File: src/rtl/ro_puf_pkg.sv
// Shared types and default sizing for the ring-oscillator race counter and
// the downstream PUF response logic.
package ro_puf_pkg;

  typedef enum logic [1:0] {
    ST_IDLE = 2'd0,
    ST_RUN  = 2'd1,
    ST_DONE = 2'd2
  } race_state_e;

  localparam int DEF_N_CH  = 8;
  localparam int DEF_CNT_W = 16;
  localparam int DEF_TO_W  = 24;

endpackage

File: src/rtl/ro_edge_sync.sv
// Two-flop synchroniser for one asynchronous ring-oscillator output, plus a
// single-cycle pulse on each synchronised 0->1 transition.
module ro_edge_sync (
  input  logic clk,
  input  logic rst,
  input  logic async_in,
  output logic rise
);

  logic meta_q, meta_d;
  logic sync_q, sync_d;
  logic prev_q, prev_d;

  always_comb begin
    meta_d = async_in;
    sync_d = meta_q;
    prev_d = sync_q;
  end

  always_ff @(posedge clk) begin
    if (rst) begin
      meta_q <= 1'b0;
      sync_q <= 1'b0;
      prev_q <= 1'b0;
    end else begin
      meta_q <= meta_d;
      sync_q <= sync_d;
      prev_q <= prev_d;
    end
  end

  assign rise = sync_q & ~prev_q;

endmodule

File: src/rtl/ro_race_counter.sv
// Races N_CH ring oscillators: the first channel to collect `threshold`
// synchronised rising edges wins, unless the cycle budget runs out first.
module ro_race_counter import ro_puf_pkg::*; #(
  parameter  int N_CH  = DEF_N_CH,
  parameter  int CNT_W = DEF_CNT_W,
  parameter  int TO_W  = DEF_TO_W,
  localparam int IDX_W = $clog2(N_CH)
) (
  input  logic             clk,
  input  logic             rst,
  input  logic             start,
  input  logic [CNT_W-1:0] threshold,
  input  logic [TO_W-1:0]  timeout_cyc,
  input  logic [N_CH-1:0]  ro_in,
  output logic             busy,
  output logic             done,
  output logic [IDX_W-1:0] winner,
  output logic             tie,
  output logic             timed_out
);

  localparam int PC_W = $clog2(N_CH + 1);

  race_state_e      state_q, state_d;
  logic [CNT_W-1:0] thr_q, thr_d;
  logic [TO_W-1:0]  to_lim_q, to_lim_d;
  logic [TO_W-1:0]  to_cnt_q, to_cnt_d;
  logic             busy_q, busy_d;
  logic             done_q, done_d;
  logic [IDX_W-1:0] winner_q, winner_d;
  logic             tie_q, tie_d;
  logic             timed_out_q, timed_out_d;

  logic [N_CH-1:0]  rise;
  logic [N_CH-1:0]  hit;
  logic             running;
  logic             accept;
  logic             win_any;
  logic [IDX_W-1:0] win_idx;
  logic [PC_W-1:0]  hit_cnt;

  assign running = (state_q == ST_RUN);
  assign accept  = start && (state_q != ST_RUN);

  genvar gi;
  generate
    for (gi = 0; gi < N_CH; gi++) begin : g_ch
      logic [CNT_W-1:0] cnt_q, cnt_d;

      ro_edge_sync u_sync (
        .clk      (clk),
        .rst      (rst),
        .async_in (ro_in[gi]),
        .rise     (rise[gi])
      );

      // A hit is the edge that brings the count up to threshold; the race
      // resolves on the same clock the counter would take that value.
      assign hit[gi] = running && rise[gi] && (cnt_q == thr_q - CNT_W'(1));

      always_comb begin
        cnt_d = cnt_q;
        if (accept)
          cnt_d = '0;
        else if (running && rise[gi] && (cnt_q < thr_q))
          cnt_d = cnt_q + CNT_W'(1);
      end

      always_ff @(posedge clk) begin
        if (rst) cnt_q <= '0;
        else     cnt_q <= cnt_d;
      end
    end
  endgenerate

  // Lowest-index winner and a count of simultaneous hits for the tie flag.
  always_comb begin
    win_idx = '0;
    hit_cnt = '0;
    for (int i = N_CH - 1; i >= 0; i--) begin
      if (hit[i]) win_idx = IDX_W'(i);
    end
    for (int i = 0; i < N_CH; i++) begin
      hit_cnt = hit_cnt + PC_W'(hit[i]);
    end
    win_any = |hit;
  end

  always_comb begin
    state_d     = state_q;
    thr_d       = thr_q;
    to_lim_d    = to_lim_q;
    to_cnt_d    = to_cnt_q;
    busy_d      = busy_q;
    done_d      = done_q;
    winner_d    = winner_q;
    tie_d       = tie_q;
    timed_out_d = timed_out_q;

    case (state_q)
      ST_IDLE, ST_DONE: begin
        if (start) begin
          state_d     = ST_RUN;
          thr_d       = (threshold == '0) ? CNT_W'(1) : threshold;
          to_lim_d    = timeout_cyc;
          to_cnt_d    = '0;
          busy_d      = 1'b1;
          done_d      = 1'b0;
          winner_d    = '0;
          tie_d       = 1'b0;
          timed_out_d = 1'b0;
        end
      end
      ST_RUN: begin
        to_cnt_d = to_cnt_q + TO_W'(1);
        // A win in the same cycle as the budget expiring still counts.
        if (win_any) begin
          state_d     = ST_DONE;
          busy_d      = 1'b0;
          done_d      = 1'b1;
          winner_d    = win_idx;
          tie_d       = (hit_cnt > PC_W'(1));
          timed_out_d = 1'b0;
        end else if ((to_lim_q != '0) && (to_cnt_q == to_lim_q)) begin
          state_d     = ST_DONE;
          busy_d      = 1'b0;
          done_d      = 1'b1;
          winner_d    = '0;
          tie_d       = 1'b0;
          timed_out_d = 1'b1;
        end
      end
      default: begin
        state_d = ST_IDLE;
        busy_d  = 1'b0;
        done_d  = 1'b0;
      end
    endcase
  end

  always_ff @(posedge clk) begin
    if (rst) begin
      state_q     <= ST_IDLE;
      thr_q       <= CNT_W'(1);
      to_lim_q    <= '0;
      to_cnt_q    <= '0;
      busy_q      <= 1'b0;
      done_q      <= 1'b0;
      winner_q    <= '0;
      tie_q       <= 1'b0;
      timed_out_q <= 1'b0;
    end else begin
      state_q     <= state_d;
      thr_q       <= thr_d;
      to_lim_q    <= to_lim_d;
      to_cnt_q    <= to_cnt_d;
      busy_q      <= busy_d;
      done_q      <= done_d;
      winner_q    <= winner_d;
      tie_q       <= tie_d;
      timed_out_q <= timed_out_d;
    end
  end

  assign busy      = busy_q;
  assign done      = done_q;
  assign winner    = winner_q;
  assign tie       = tie_q;
  assign timed_out = timed_out_q;

endmodule

File: config.mk
export PLATFORM = sky130hd
export DESIGN_NAME = ro_race_counter
export DESIGN_NICKNAME = d
export VERILOG_FILES = /design/src/rtl/ro_puf_pkg.sv /design/src/rtl/ro_edge_sync.sv /design/src/rtl/ro_race_counter.sv
export SDC_FILE = /design/constraint.sdc
export NUM_CORES = 1
export LEC_CHECK = 0
export ABC_AREA = 0
export CAP_MARGIN = 20
export CORE_ASPECT_RATIO = 0.6
export CORE_MARGIN = 2
export CORE_UTILIZATION = 50
export DETAILED_ROUTE_END_ITERATION = 6
export PLACE_DENSITY = 0.67
export REMOVE_ABC_BUFFERS = 1
export SETUP_SLACK_MARGIN = 0.3
export SLEW_MARGIN = 20
export SYNTH_ARGS = -nofsm -noshare
export SYNTH_HDL_FRONTEND = slang
export SYNTH_HIERARCHICAL = 1
export SYNTH_SLANG_ARGS = --single-unit
export TNS_END_PERCENT = 1
File: constraint.sdc
create_clock -name clk -period 6.7 [get_ports clk]
set_input_delay 2.01 -clock clk [delete_from_list [all_inputs] [get_ports clk]]
set_output_delay 2.01 -clock clk [all_outputs]
set_load 0.01 [all_outputs]
Word-level counts from Yosys, hierarchy flattened
Cells that the tools add are included.
{ "totals": {"reg_bits": 225, "word_cells": 165, "inputBits": 51, "out_inout_bits": 7} }
{ "classes": {"add_sub_neg": 17, "bitwise_logic": 16, "n_eq_ne": 14, "n_mux": 31, "magnitude_cmp": 9, "n_reduce_logical": 37} }
{ "ops": {"columns": ["operator", "n"], "rows": [
  ["adder 16 x 1 -> 16 bit (second input constant)", 8],
  ["equality test 16 bit", 8],
  ["less-than comparator 16 bit", 8],
  ["case mux 24 bit (2 select lines)", 1],
  ["2-to-1 mux 3 bit", 11],
  ["logical AND 1 bit", 26],
  ["adder 24 x 1 -> 24 bit (second input constant)", 1],
  ["equality test 24 bit", 1],
  ["2-to-1 mux 24 bit", 1],
  ["nonzero test 24 bit", 1],
  ["adder 4 x 1 -> 4 bit", 4],
  ["logical NOT 16 bit", 1],
  ["2-to-1 mux 16 bit", 1],
  ["subtractor 16 x 1 -> 16 bit (second input constant)", 1],
  ["bitwise AND 1 bit", 8],
  ["2-to-1 mux 1 bit", 8],
  ["inverter 1 bit", 8],
  ["case mux 1 bit (2 select lines)", 4],
  ["OR reduction 8 bit", 1],
  ["2-to-1 mux 2 bit", 3],
  ["case mux 3 bit (2 select lines)", 1],
  ["AND reduction 2 bit", 3],
  ["adder 3 x 1 -> 4 bit", 1],
  ["> comparator 4 x 1 -> 1 bit (second input constant)", 1],
  ["12 further kinds", 13]
]} }

Logic depth before layout (Yosys ltp)
{ "depth": {"depth_word": 14, "mapped_depth": 24, "mapped_depth_nobuf": 21} }

Hierarchy
Netlist, hierarchy kept.
{ "modules_own_cells": {"columns": ["mod", "area_per_inst_um2", "cells_per_inst", "instances"], "rows": [
  ["ro_race_counter", 14736.6, 1825, 1],
  ["ro_edge_sync", 87.6, 7, 8]
]} }

Least setup slack after synthesis
Ideal clock, no wire load.
{ "synth_timing": {"kind": "reg2reg", "from": "register thr_q[1]", "to": "register tie_q (netlist: tie)", "setup_ps": 127, "required_ps": 6573, "arrival_ps": 5469, "setup_slack_ps": 1104, "path_buffers": 2, "stages_incl_launch_ff": 21, "cell_sequence": "dfxtp_1 inv_1 ha_1 buf_2 or4b_1 buf_6 o21ai_2 nor2_1 a2111o_1 or4_4 nor4_4 fa_1 inv_1 fa_1 fa_1 inv_1 ha_1 fa_1 o21a_1 o21ai_0 o2bb2ai_1"} }
{ "synth_via": {"elab_chain_len": 13} }
{ "synth_rtl": {"columns": ["element", "line_no", "text"], "rows": [
  ["start, declared", "ro_race_counter.sv:25", "logic [CNT_W-1:0] thr_q, thr_d;"],
  ["start signal, assigned", "ro_race_counter.sv:154", "thr_q <= thr_d;"],
  ["subtractor 16 x 1 -> 16 bit *", "ro_race_counter.sv:59", "assign hit[gi] = running && rise[gi] && (cnt_q == thr_q - CNT_W'(1));"],
  ["equality test 16 bit", "ro_race_counter.sv:59", null],
  ["logical AND 1 bit", "ro_race_counter.sv:59", null],
  ["adder 1 x 1 -> 2 bit", "ro_race_counter.sv:84", "hit_cnt = hit_cnt + PC_W'(hit[i]);"],
  ["adder 2 x 1 -> 3 bit", "ro_race_counter.sv:84", null],
  ["adder 3 x 1 -> 4 bit", "ro_race_counter.sv:84", null],
  ["adder 4 x 1 -> 4 bit (4 in series)", "ro_race_counter.sv:84", null],
  ["> comparator 4 x 1 -> 1 bit", "ro_race_counter.sv:122", "tie_d = (hit_cnt > PC_W'(1));"],
  ["2-to-1 mux 1 bit", "ro_race_counter.sv:117", "if (win_any) begin"],
  ["case mux 1 bit (2 select lines)", "ro_race_counter.sv:100", "case (state_q)"],
  ["end signal, assigned", "ro_race_counter.sv:160", "tie_q <= tie_d;"],
  ["end, declared", "ro_race_counter.sv:31", "logic tie_q, tie_d;"]
]} }
Every way passes the cells marked *; elsewhere a longest branch is shown, timed or not.
A chain may end at the register's enable or synchronous reset.

Worst setup path in the final report
Same ends and word-level chain as after synthesis.

==> qor.csv <==
stage,metric,value,unit
run_status,status,finished clean,
global_routing,GR Overflow Total,0,
timing,worst slew pin tran,1.09,ns
routing,WL met2,20000,um
timing,final hold vios,0,
clock_tree,Clock Path Buffers,3,
die,Die Wd,231,um
global_routing,GRT Total Usage,32.6,%
logic_synthesis,asr flop ratio synth,0,%
routing,Wirelength per Cell,23.0,um
logic_synthesis,average cell area after synthesis,8.21,um2
power,power per cell area,194,nW/um2
clock_tree,CTS Sinks,224,
routing,post-route ant nets,0,
layout,fraction of layout cells with a size suffix above 1,6.31,%
timing,Final Worst Setup Slack,0.705,ns
clock_tree,Worst-Skew Late Latency,0.55,ns
logic_synthesis,predominant post-synthesis flop cell,dfxtp_1,
clock_tree,post-CTS setup buffer count,0,
die,Starting Density,51.2,%
timing,crit path time final,5.99,ns
power,worst vdd ir,0.170,mV
clock_tree,H-tree depth,1,
logic_synthesis,unique cell type count in the Yosys netlist,84,
job,max-cap violations,0,
layout,Fillers,2799,
clock_tree,TritonCTS buffer count,22,
routing,vias after detailed routing,14500,
place,"worst slack, placed",0.479,ns
setup_path,worst reg2reg startpoint,thr_q[1]$_SDFFE_PP0P_,
power,Clock Power Share,40.3,%
timing,Max-Slew Margin vs Limit,26.6,%
worst_hold_path,Hold Crit Depth,1,
routing,DR top layer,met5,
logic_synthesis,Post-Synthesis Cells,1881,
routing,drt via density,6.21,
global_routing,pin count of the biggest net entering global routing,64,
die,Core Region,30200,um2
worst_hold_path,Min-Delay Path Class,reg2reg,
setup_path,crit-path max cell delay,0.64,ns
timing,FMAX,167,MHz
setup_path,cell-by-cell trace of the critical path,inv_1 -> ha_1 -> or4b_4 -> o21ai_2 -> nor2_1 -> a2111o_1 -> or4_4 -> nor4_4 -> fa_1 -> inv_1 -> fa_1 -> fa_1 -> inv_1 -> ha_1 -> fa_1 -> o21a_1 -> o21ai_0 -> o2bb2ai_1,
setup_path,CP Capture Type,flip-flop,
layout,area delta synth->final,11.4,%
global_routing,vias in the first global route,13200,
layout,final core utilization,57.0,%
setup_path,most frequent CP cell,fa_1,
routing,drt first pass iters,5,
place,GP Congestion,0.972,
routing,DRC errors left,0,
timing,fin crit share,89.5,%
timing,Finish-stage setup viols,0,
setup_path,Critical Path Start Type,flip-flop,
global_routing,initial antenna violation count,1,
routing,DRT met1 WL,25900,um
logic_synthesis,Synth Cell Area,15400,um2
setup_path,required time worst endpoint,7.12,ns
layout,Nets,2100,
timing,RSZ-0062 raised after global routing,no,
routing,DRT iter0 DRCs,1768,
setup_path,R2R depth,18,
power,leak pwr,6.68,nW
clock_tree,CTS tree,built,
power,Seq pwr share,41.7,%
logic_synthesis,"FF+latch count, synth",224,
power,combinational power share,18.0,%
setup_path,Crit Path Max Fanout,10,
timing,Final Slew Violations,0,
setup_path,WS Path Type,reg2reg,
logic_synthesis,register area share after synthesis,29.0,%
die,Die ar.,32300,um2
clock_tree,"Clk pin slew, worst setup/hold paths",0.07,ns
routing,WL final,53400,um
die,die height,140,um
layout,"commonest non-fill, non-tap cell in the layout",dfxtp_1,
timing,TNS Setup,0,ns
setup_path,CP max-delay cell,or4b_4,
power,Switching Fraction,29.4,%
timing,Worst Skew,0.0161,ns
logic_synthesis,YS warnings,6,
power,Final Power,3.33,mW
clock_tree,CTS Root Buffer Type,clkbuf_16,
setup_path,CP startpoint,thr_q[1]$_SDFFE_PP0P_,
place,PortBufs,57,
global_routing,first-pass GRT wire length,80700,um
die,row cnt,49,
power,switching pwr,0.980,mW
routing,met3 wire length,6440,um
die,I/O Pins,58,
setup_path,"Arr. time, crit path",6.42,ns
logic_synthesis,number of enable flip-flop cells after synthesis,0,
power,cell-internal power,2.35,mW
worst_hold_path,HP Start,g_ch[7].u_sync/meta_q$_SDFF_PP0_,
place,DP HPWL,39700,um
layout,most frequent cells in the layout,"dfxtp_1, nand2_1, nor2_1",
timing,WHS,0.446,ns
-- power groups by stage --
stage | combinational, mW | clock (mW) | sequential, mW
floorplan | 0.346 | 0 | 1.41
global placement | 0.573 | 0 | 1.42
detailed placement | 0.579 | 0 | 1.42
CTS | 0.583 | 1.36 | 1.39
global route | 0.647 | 1.40 | 1.39
finish | 0.601 | 1.34 | 1.39
-- state kept, by name, indices dropped and copies added (netlist names), 2 cells and up --
name,cells
thr_q,16
g_ch.cnt_q,128
to_cnt_q,24
g_ch.u_sync/prev_d,8
g_ch.u_sync/meta_q,8
state_q,2
winner,3
g_ch.u_sync/prev_q,8
to_lim_q,24
-- stage by stage --
stage,cells,cell area (um2)
2_1_floorplan,1790,15100
3_3_place_gp,2287,16400
3_5_place_dp,2287,16400
4_1_cts,2326,17200
5_1_grt,2326,17200
6_report,2327,17200
-- worst max-delay path: cells and delay by family, from the launching register on --
kind,cells,cell delay [ns]
buffers and inverters,3,0.23
adder cells (fa/ha/maj),6,2.39
AO/OA/AOI/OAI,5,1.19
AND/OR/NAND/NOR,4,1.70
flip-flops,1,0.35
-- per-layer routing --
| layer | vias to the layer above | track usage (%) |
|---|---|---|
| li1 | 6788 | - |
| met1 | 6924 | 50.4 |
| met2 | 667 | 42.7 |
| met3 | 72 | 11.1 |
| met4 | 2 | 6.38 |
| met5 | - | 0 |
-- layout make-up --
| type | count | area, um2 | area share [%] |
|---|---|---|---|
| Tap cell | 408 | 510 | 2.97 |
| Clock inverter | 9 | 123 | 0.713 |
| Timing Repair Buffer | 89 | 808 | 4.70 |
| Antenna cell | 1 | 2.50 | 0.0146 |
| Clock buffer | 30 | 632 | 3.68 |
| Inverter | 50 | 188 | 1.09 |
| Sequential cell | 224 | 4480 | 26.1 |
| Multi-Input combinational cell | 1516 | 10400 | 60.7 |
-- kinds of logic after synthesis --
| kind of cell | after synthesis | share of synthesized area, % |
|---|---|---|
| and+or+nand+nor | 799 | 26.9 |
| AOI/OAI and AO/OA | 338 | 14.5 |
| DFF | 224 | 29.0 |
| xor gates and xnor gates | 208 | 12.4 |
| adders and majority gates | 146 | 12.0 |
| buffers and inverters | 141 | 3.57 |
| muxes | 25 | 1.63 |
-- what timing repair did --
action                                  CTS  global route
endpoints found under the setup margin    0             1
hold buffers                              0             0
endpoints found under the hold margin     0             0
resized for setup                         0             2
-- worst paths after layout --
check	endpoint	slack, ns
max	tie$_SDFFE_PP0P_	0.71
min reg2reg	g_ch[7].u_sync/prev_d$_SDFF_PP0_	0.45
min	g_ch[7].u_sync/prev_d$_SDFF_PP0_	0.45
max reg2reg	tie$_SDFFE_PP0P_	0.71
-- synth_stat cells (all sizes together), types with 11 or more instances --
| master | instances | area [um2] |
|---|---|---|
| or4 | 18 | 143 |
| nor3 | 56 | 290 |
| inv | 50 | 188 |
| nand3 | 69 | 345 |
| o2111ai | 11 | 96.3 |
| nor4 | 47 | 322 |
| nand4 | 45 | 282 |
| a31o | 11 | 96.3 |
| nand2 | 217 | 815 |
| xor2 | 73 | 639 |
| nor3b | 13 | 103 |
| buf | 20 | 96.3 |
| a31oi | 13 | 81.3 |
| clkbuf | 71 | 267 |
| or3 | 19 | 119 |
| a21oi | 112 | 561 |
| dfxtp | 224 | 4480 |
| ha | 142 | 1780 |
| o211ai | 23 | 173 |
| mux2i | 24 | 240 |
| o21ai | 49 | 249 |
| nor2b | 55 | 364 |
| and3 | 33 | 206 |
| a21o | 19 | 143 |
| xnor2 | 129 | 1140 |
| o21a | 37 | 278 |
| nor2 | 152 | 589 |
| nand2b | 25 | 156 |
No activity file was read; power rests on OpenSTA's default activity.
